### src/rtl/pattern_videogen_if.sv
// Video output bundle of the test-pattern generator: pixel data, syncs,
// data enable, pixel clock and frame marker, as seen by a display sink.
interface pattern_videogen_if;
  logic [7:0] R_out;
  logic [7:0] G_out;
  logic [7:0] B_out;
  logic       HSYNC_out;
  logic       VSYNC_out;
  logic       ENABLE_out;
  logic       PCLK_out;
  logic       frame_start;

  modport master (
    output R_out, G_out, B_out, HSYNC_out, VSYNC_out, ENABLE_out, PCLK_out, frame_start
  );

  modport slave (
    input R_out, G_out, B_out, HSYNC_out, VSYNC_out, ENABLE_out, PCLK_out, frame_start
  );
endinterface

### src/rtl/pattern_videogen.sv
// Video timing generator with selectable grey test patterns (gradient, noise,
// latency boxes, bar ramp). All outputs registered one cycle after h/v count.
module pattern_videogen #(
  parameter int          H_SYNCLEN   = 62,
  parameter int          H_BACKPORCH = 60,
  parameter int          H_ACTIVE    = 720,
  parameter int          H_TOTAL     = 858,
  parameter int          V_SYNCLEN   = 6,
  parameter int          V_BACKPORCH = 30,
  parameter int          V_ACTIVE    = 480,
  parameter int          V_TOTAL     = 525,
  parameter int          CNT_W       = 11,
  parameter bit          SYNC_POL    = 1'b0,
  parameter logic [15:0] LFSR_SEED   = 16'hACE1,
  parameter int          BOX_WDIV    = 8,
  parameter int          BOX_HDIV    = 8
) (
  input  logic                clk27,
  input  logic                reset,
  input  logic [2:0]          mode,
  input  logic [3:0]          scroll_step,
  pattern_videogen_if.master  vid
);

  typedef logic [CNT_W-1:0] cnt_t;
  typedef logic [CNT_W+2:0] wide_t;

  typedef enum logic [2:0] {
    MODE_BLACK        = 3'd0,
    MODE_GRADIENT     = 3'd1,
    MODE_NOISE_STATIC = 3'd2,
    MODE_NOISE_SCROLL = 3'd3,
    MODE_BOX_TL       = 3'd4,
    MODE_BOX_CENTRE   = 3'd5,
    MODE_BOX_BR       = 3'd6,
    MODE_RAMP         = 3'd7
  } mode_e;

  localparam int X_START = H_SYNCLEN + H_BACKPORCH;
  localparam int Y_START = V_SYNCLEN + V_BACKPORCH;
  localparam int BOX_W   = H_ACTIVE / BOX_WDIV;
  localparam int BOX_H   = V_ACTIVE / BOX_HDIV;

  localparam cnt_t BOX_X_MID = cnt_t'((H_ACTIVE - BOX_W) / 2);
  localparam cnt_t BOX_Y_MID = cnt_t'((V_ACTIVE - BOX_H) / 2);
  localparam cnt_t BOX_X_END = cnt_t'(H_ACTIVE - BOX_W);
  localparam cnt_t BOX_Y_END = cnt_t'(V_ACTIVE - BOX_H);

  // The all-ones word is the XNOR lockup state; it must never enter either LFSR.
  localparam logic [15:0] SEED = (LFSR_SEED == 16'hFFFF) ? 16'h0000 : LFSR_SEED;

  // Fibonacci XNOR LFSR, taps 16,15,13,4.
  function automatic logic [15:0] lfsr_step(input logic [15:0] s);
    return {s[14:0], ~(s[15] ^ s[14] ^ s[12] ^ s[3])};
  endfunction

  function automatic logic in_box(input cnt_t x, input cnt_t y, input cnt_t x0, input cnt_t y0);
    return (x >= x0) && (x < x0 + cnt_t'(BOX_W)) &&
           (y >= y0) && (y < y0 + cnt_t'(BOX_H));
  endfunction

  cnt_t        h_cnt;
  cnt_t        v_cnt;
  mode_e       mode_q;
  logic [3:0]  step_q;
  cnt_t        scroll_off;
  logic [15:0] frame_lfsr;
  logic [15:0] pixel_lfsr;

  logic        h_last;
  logic        v_last;
  logic        frame_origin;
  logic        active;
  cnt_t        xpos;
  cnt_t        ypos;
  wide_t       x8;
  logic [2:0]  bar;
  logic [7:0]  pix;

  always_comb begin
    h_last       = (h_cnt == cnt_t'(H_TOTAL - 1));
    v_last       = (v_cnt == cnt_t'(V_TOTAL - 1));
    frame_origin = (h_cnt == '0) && (v_cnt == '0);
    active       = (h_cnt >= cnt_t'(X_START)) && (h_cnt < cnt_t'(X_START + H_ACTIVE)) &&
                   (v_cnt >= cnt_t'(Y_START)) && (v_cnt < cnt_t'(Y_START + V_ACTIVE));
    xpos         = h_cnt - cnt_t'(X_START);
    ypos         = v_cnt - cnt_t'(Y_START);
  end

  // Bar index = floor(xpos*8/H_ACTIVE), built from seven constant thresholds
  // instead of a divider.
  always_comb begin
    // NOTE: every combinational output gets a default first so no path leaves it unassigned (no latch).
    bar = 3'd0;
    x8  = {xpos, 3'b000};
    for (int k = 1; k < 8; k++) begin
      if (x8 >= wide_t'(k * H_ACTIVE)) bar = bar + 3'd1;
    end
  end

  always_comb begin
    pix = 8'h00;
    if (active) begin
      unique case (mode_q)
        MODE_BLACK:        pix = 8'h00;
        MODE_GRADIENT:     pix = 8'(xpos + scroll_off);
        MODE_NOISE_STATIC,
        MODE_NOISE_SCROLL: pix = pixel_lfsr[7:0];
        MODE_BOX_TL:       pix = in_box(xpos, ypos, '0, '0) ? 8'hFF : 8'h00;
        MODE_BOX_CENTRE:   pix = in_box(xpos, ypos, BOX_X_MID, BOX_Y_MID) ? 8'hFF : 8'h00;
        MODE_BOX_BR:       pix = in_box(xpos, ypos, BOX_X_END, BOX_Y_END) ? 8'hFF : 8'h00;
        MODE_RAMP:         pix = {bar, 5'b00000};
        default:           pix = 8'h00;
      endcase
    end
  end

  assign vid.PCLK_out = clk27;

  // NOTE: all state here is updated with non-blocking assignments so every register samples pre-edge values.
  always_ff @(posedge clk27) begin
    if (reset) begin
      h_cnt           <= '0;
      v_cnt           <= '0;
      mode_q          <= MODE_BLACK;
      step_q          <= '0;
      scroll_off      <= '0;
      frame_lfsr      <= SEED;
      pixel_lfsr      <= SEED;
      vid.HSYNC_out   <= SYNC_POL;
      vid.VSYNC_out   <= SYNC_POL;
      vid.ENABLE_out  <= 1'b0;
      vid.R_out       <= 8'h00;
      vid.G_out       <= 8'h00;
      vid.B_out       <= 8'h00;
      vid.frame_start <= 1'b0;
    end else begin
      h_cnt <= h_last ? '0 : h_cnt + cnt_t'(1);
      if (h_last) v_cnt <= v_last ? '0 : v_cnt + cnt_t'(1);

      // Frame boundary: latch the new frame's controls; the frame seed only
      // advances when the incoming frame is scrolling noise.
      if (frame_origin) begin
        mode_q     <= mode_e'(mode);
        step_q     <= scroll_step;
        pixel_lfsr <= frame_lfsr;
        if (mode_e'(mode) == MODE_NOISE_SCROLL) frame_lfsr <= lfsr_step(frame_lfsr);
      end else if (active) begin
        pixel_lfsr <= lfsr_step(pixel_lfsr);
      end

      // Offset grows after each finished gradient frame, so frame N shows step*N.
      if (h_last && v_last && (mode_q == MODE_GRADIENT))
        scroll_off <= scroll_off + cnt_t'(step_q);

      vid.HSYNC_out   <= (h_cnt < cnt_t'(H_SYNCLEN)) ? SYNC_POL : ~SYNC_POL;
      vid.VSYNC_out   <= (v_cnt < cnt_t'(V_SYNCLEN)) ? SYNC_POL : ~SYNC_POL;
      vid.ENABLE_out  <= active;
      vid.R_out       <= pix;
      vid.G_out       <= pix;
      vid.B_out       <= pix;
      vid.frame_start <= frame_origin;
    end
  end

endmodule

### src/flat_wrapper.sv
// flat-port wrapper written by rule: the top's interface ports become plain ports
module pattern_videogen_flat 
#(
  parameter int          H_SYNCLEN   = 62,
  parameter int          H_BACKPORCH = 60,
  parameter int          H_ACTIVE    = 720,
  parameter int          H_TOTAL     = 858,
  parameter int          V_SYNCLEN   = 6,
  parameter int          V_BACKPORCH = 30,
  parameter int          V_ACTIVE    = 480,
  parameter int          V_TOTAL     = 525,
  parameter int          CNT_W       = 11,
  parameter bit          SYNC_POL    = 1'b0,
  parameter logic [15:0] LFSR_SEED   = 16'hACE1,
  parameter int          BOX_WDIV    = 8,
  parameter int          BOX_HDIV    = 8
)
  (clk27, reset, mode, scroll_step, vid_R_out, vid_G_out, vid_B_out, vid_HSYNC_out, vid_VSYNC_out, vid_ENABLE_out, vid_PCLK_out, vid_frame_start);
  pattern_videogen_if vid_i ();
  input  logic clk27;
  input  logic reset;
  input  logic [2:0] mode;
  input  logic [3:0] scroll_step;
  output wire logic [$bits(vid_i.R_out)-1:0] vid_R_out;
  output wire logic [$bits(vid_i.G_out)-1:0] vid_G_out;
  output wire logic [$bits(vid_i.B_out)-1:0] vid_B_out;
  output wire logic [$bits(vid_i.HSYNC_out)-1:0] vid_HSYNC_out;
  output wire logic [$bits(vid_i.VSYNC_out)-1:0] vid_VSYNC_out;
  output wire logic [$bits(vid_i.ENABLE_out)-1:0] vid_ENABLE_out;
  output wire logic [$bits(vid_i.PCLK_out)-1:0] vid_PCLK_out;
  output wire logic [$bits(vid_i.frame_start)-1:0] vid_frame_start;
  assign vid_R_out = vid_i.R_out;
  assign vid_G_out = vid_i.G_out;
  assign vid_B_out = vid_i.B_out;
  assign vid_HSYNC_out = vid_i.HSYNC_out;
  assign vid_VSYNC_out = vid_i.VSYNC_out;
  assign vid_ENABLE_out = vid_i.ENABLE_out;
  assign vid_PCLK_out = vid_i.PCLK_out;
  assign vid_frame_start = vid_i.frame_start;
  pattern_videogen #(.H_SYNCLEN(H_SYNCLEN), .H_BACKPORCH(H_BACKPORCH), .H_ACTIVE(H_ACTIVE), .H_TOTAL(H_TOTAL), .V_SYNCLEN(V_SYNCLEN), .V_BACKPORCH(V_BACKPORCH), .V_ACTIVE(V_ACTIVE), .V_TOTAL(V_TOTAL), .CNT_W(CNT_W), .SYNC_POL(SYNC_POL), .LFSR_SEED(LFSR_SEED), .BOX_WDIV(BOX_WDIV), .BOX_HDIV(BOX_HDIV)) u_core (.clk27(clk27), .reset(reset), .mode(mode), .scroll_step(scroll_step), .vid(vid_i));
endmodule
### config.mk
export PLATFORM = sky130hd
export DESIGN_NAME = pattern_videogen_flat
export DESIGN_NICKNAME = d
export VERILOG_FILES = /design/src/rtl/pattern_videogen_if.sv /design/src/rtl/pattern_videogen.sv /design/src/flat_wrapper.sv
export SDC_FILE = /design/constraint.sdc
export NUM_CORES = 1
export LEC_CHECK = 0
export ABC_CLOCK_PERIOD_IN_PS = 5550
export BUFFER_PORTS_ARGS = -buffer_cell sky130_fd_sc_hd__buf_4
export CAP_MARGIN = 20
export CORE_MARGIN = 2
export CORE_UTILIZATION = 43
export DETAILED_ROUTE_END_ITERATION = 7
export PLACE_DENSITY = 0.67
export SLEW_MARGIN = 30
export SYNTH_ARGS = -nofsm -noshare
export SYNTH_HDL_FRONTEND = slang
export SYNTH_SLANG_ARGS = --single-unit
### constraint.sdc
create_clock -name clk27 -period 5.55 [get_ports clk27]
set_clock_uncertainty 0.15 [all_clocks]
set_input_delay 1.11 -clock clk27 [delete_from_list [all_inputs] [get_ports clk27]]
set_output_delay 1.11 -clock clk27 [all_outputs]
set_load 0.01 [all_outputs]
* After elaboration in Yosys (flattened, before gate mapping)
Cells that the tools add are included.
** Storage, ports and cells
- Bits in registers :: 84
- Word-level logic and storage cells :: 107
- Output and inout port bits :: 29
- Bits of input ports :: 9
** Operators by class
- Eq/ne operators :: 10
- Muxes and demuxes :: 16
- Add/subtract/negate cells :: 12
- Bitwise logic cells :: 9
- Magnitude comparators :: 25
- Reduce and logical (&&, ||, !) cells :: 23
** Operators with widths (count)
- 8-bit one-hot mux with 7 select lines :: 1
- 14-bit by 12-bit greater-or-equal comparator with 1-bit output, second input constant :: 3
- 11-bit by 10-bit less-than comparator with 1-bit output, second input constant :: 3
- 11-bit by 9-bit less-than comparator with 1-bit output, second input constant :: 3
- 16-bit two-way mux :: 2
- 14-bit by 13-bit greater-or-equal comparator with 1-bit output, second input constant :: 2
- 8-bit two-way mux :: 3
- 11-bit by 1-bit adder with 11-bit output, second input constant :: 2
- 11-bit by 10-bit equality test with 1-bit output, second input constant :: 2
- 11-bit by 1-bit greater-or-equal comparator with 1-bit output, second input constant :: 2
- 11-bit by 9-bit greater-or-equal comparator with 1-bit output, second input constant :: 2
- 11-bit zero test :: 2
- 11-bit by 6-bit less-than comparator with 1-bit output, second input constant :: 2
- 3-bit two-way mux :: 6
- 3-bit by 1-bit adder with 3-bit output, second input constant :: 5
- 1-bit logical AND :: 15
- 14-bit by 10-bit greater-or-equal comparator with 1-bit output, second input constant :: 1
- 14-bit by 11-bit greater-or-equal comparator with 1-bit output, second input constant :: 1
- 3-bit equality test, second input constant :: 4
- 11-bit by 4-bit adder with 11-bit output :: 1
- 11-bit by 10-bit greater-or-equal comparator with 1-bit output, second input constant :: 1
- 11-bit by 6-bit greater-or-equal comparator with 1-bit output, second input constant :: 1
- 11-bit by 7-bit greater-or-equal comparator with 1-bit output, second input constant :: 1
- 11-bit by 8-bit greater-or-equal comparator with 1-bit output, second input constant :: 1
- other kinds (16) :: 29

* Depth between registers and ports, before layout
- Depth in word-level cells :: 16
- Depth in mapped cells :: 28
- Gate-level depth less buffers :: 24

==> impl_metrics.yaml <==
outcome:
  status: "finished, final reports clean"
sta:
  slew_headroom_pct: 42.4
  whs_ns: 0.307
  final_max_slew_viol_count: 0
  setup_tns_ns: 0
  rsz0062_at_grt: "no"
  fin_crit_ns: 5.25
  max_freq_ghz: 0.191
  period_share_pct: 94.5
  hold_viol: 0
  setup_slack_ns: 0.303
  finalSetupViolCount: 0
  worstMarginPinSlew_ns: 0.857
clock_network:
  clock_latency_ns: 0.46
  cts_setup_buffers: 0
  path_clk_slew_ns: 0.06
  cts_tree: "yes"
  postCtsHoldBufs: 0
cells_and_area:
  final_cell_area_um2: 6410
  antennaDiodeCount: 0
  drive_above_1_share_pct: 15.0
  fillerInstances: 1269
  final-seq-area_um2: 1620
  areaGrowthSynthToFinish_pct: 11.8
  final_cell_count_no_fill: 889
  multi_input_area_um2: 3690
  fin_util_pct: 48.8
  nets: 752
worst_setup_path:
  crit_path_start: "u_core.h_cnt[1]$_SDFF_PP0_"
  cpMostUsedCell: "ha_1"
  crit_family: "simple AND/OR/NAND/NOR gates"
  start_kind: "register"
  critPathMaxFanout: 14
  worstSetupPathType: "register to register"
  arrival_ns: 5.43
  cp_cell_sequence: "buf_4, or4_4, nor4_4, o31a_4, nor2_4, or4_1, a21o_1, ha_1, xor2_1, ha_1, o21ai_1, o31a_1, inv_1, ha_1, o22a_1, xnor2_1, o21ai_0, ha_1, nand2_1, xnor3_1, xnor2_1, o21ai_0"
  r2r_start: "u_core.h_cnt[1]$_SDFF_PP0_"
  cpPeakStageDelay_ns: 0.55
  worstPathRequired_ns: 5.73
  slowest_stage: "or4_1"
  critPathCaptureType: "register"
  critical_path_buf_inv_count: 2
yosys:
  yosysUniqueCellTypes: 82
  synth_xor_xnor_area_share_pct: 9.23
  post-synth-top-count-cell: "dfxtp_1"
  yosys.area_share.simple_pct: 24.7
  synth_top_family_by_area: "simple AND/OR/NAND/NOR gates"
  synth_warnings: 0
  synth_common_cells: "dfxtp_1 (81), nor2_1 (77), nand2_1 (76)"
  synth_nets: 744
  synth_adder_area_share_pct: 7.68
  synthArstFlopShare_pct: 0
  synth_top_area_cell: "dfxtp_1"
  syn_area_um2: 5730
  synth.avg_cell_area_um2: 8.18
  synthFlopType: "dfxtp_1"
  synth_compound_area_share_pct: 19.1
  ys_ff_latch: 81
  syn_inst: 701
  synth_edf_count: 0
  yosys-top-cells-area: "dfxtp_1 (28%), ha_1 (7.0%), xnor2_1 (5.5%), nor2_1 (5.0%), nand2_1 (5.0%)"
  synth_top_area_share_pct: 28.3
  seq_area_frac_synth_pct: 28.3
  synth_mux_area_share_pct: 3.32
routing:
  via_count: 5049
  drt_pre_antenna_iters: 5
  vias_per_cell: 5.68
  wl_per_cell_um: 15.5
  routed_wl_um: 13800
  drc: 0
  drtIter0Drc: 372
  final_antenna_net_count: 0
global_routing:
  track_usage_pct: 19.9
  grt_pass1_vias: 4738
  grt_antenna_before_repair: 0
  grt_overflow: 0
  grt_start_max_net_pins: 56
  grt_pass1_wl_um: 22700
floorplan:
  start_util_pct: 43.6
  rows: 42
  die_w_um: 119
  core_area_um2: 13100
  boundaryPins: 38
  die_y_um: 119
  dieArea_um2: 14300
power_and_ir_drop:
  p_leak_nw: 2.51
  vdd_drop_max_v: 0.000218
  power.density_nw_per_um2: 235
  total_power_mw: 1.51
placement:
  dp_cells: 871
  placed_cell_area_um2: 6030
  gp_congestion: 0.944
  io_buffers: 37
  pre_cts_slack_ns: 0.0856
  place.detailed.hpwl_um: 10100
flow_run:
  max_cap_violations: 0
worst_hold_path:
  hold_start: "u_core.step_q[0]$_SDFFE_PP0P_"
  hp-class: "register to register"
-- worst reg2reg max path: stages (launching register included) --
cell and delay, ns:
dfxtp_1 0.31, buf_4 0.19, or4_4 0.44, nor4_4 0.16, o31a_4 0.21, nor2_4 0.06
or4_1 0.55, a21o_1 0.19, ha_1 0.32, xor2_1 0.17, ha_1 0.30, o21ai_1 0.15
o31a_1 0.21, inv_1 0.05, ha_1 0.28, o22a_1 0.22, xnor2_1 0.20, o21ai_0 0.11
ha_1 0.22, nand2_1 0.08, xnor3_1 0.31, xnor2_1 0.15, o21ai_0 0.09
-- power breakdown --
group | switching [mW] | internal (mW) | total [mW]
sequential | 0.0201 | 0.601 | 0.621
combinational | 0.0977 | 0.0678 | 0.166
clock | 0.268 | 0.454 | 0.722
-- layout by cell type, fill, tap and decap left out, types with 20 or more instances in the layout --
cell type	netlist	layout
o21ai_0	21	20
nor2_1	77	77
dfxtp_1	81	80
nand2_1	76	76
inv_1	25	25
xor2_1	20	20
ha_1	32	31
buf_4	20	55
xnor2_1	36	36
a21oi_1	46	46
-- cell families after synthesis --
family / Yosys count
flip-flops: 81
AO/OA/AOI/OAI: 152
adder cells (fa/ha/maj): 34
buffers and inverters: 86
multiplexers: 19
XOR/XNOR: 58
AND/OR/NAND/NOR: 271
-- sequential cells by signal (all words and copies together), names as in the netlist --
name	cells
u_core.h_cnt	11
u_core.pixel_lfsr	16
u_core.v_cnt	11
u_core.vid.R_out	8
u_core.scroll_off	8
u_core.vid.frame_start	1
u_core.vid.VSYNC_out	1
u_core.frame_lfsr	16
u_core.step_q	4
u_core.vid.ENABLE_out	1
u_core.mode_q	3
u_core.vid.HSYNC_out	1
-- worst paths after layout --
| kind | to | slack [ns] | cells past startpoint |
|---|---|---|---|
| setup / recovery | u_core.vid.R_out[7]$_SDFF_PP0_ | 0.30 | 22 |
| hold / removal | u_core.step_q[0]$_SDFFE_PP0P_ | 0.31 | 2 |
| setup reg to reg | u_core.vid.R_out[7]$_SDFF_PP0_ | 0.30 | 22 |
| hold reg to reg | u_core.step_q[0]$_SDFFE_PP0P_ | 0.31 | 2 |
-- what timing repair did --
action / 4_1_cts / 5_1_grt
setup endpoints to repair: 0 / 2
hold endpoints to repair: 0 / 0
resized for setup: 0 / 4
-- area by class of cell --
type	instances	share of cell area, %
inverters	25	1.46
clock inverters	6	1.17
clock buffers	13	4.80
well taps	176	3.43
multi-input cells	534	57.5
flip-flops and latches	81	25.3
repair buffers	54	6.32
-- metal layers --
layer  wire, µm  track usage (%)
met5          0                0
met4        261             8.16
met3        753             4.65
met2       6520             31.8
met1       6280             25.8
No activity file was read; power rests on OpenSTA's default activity.
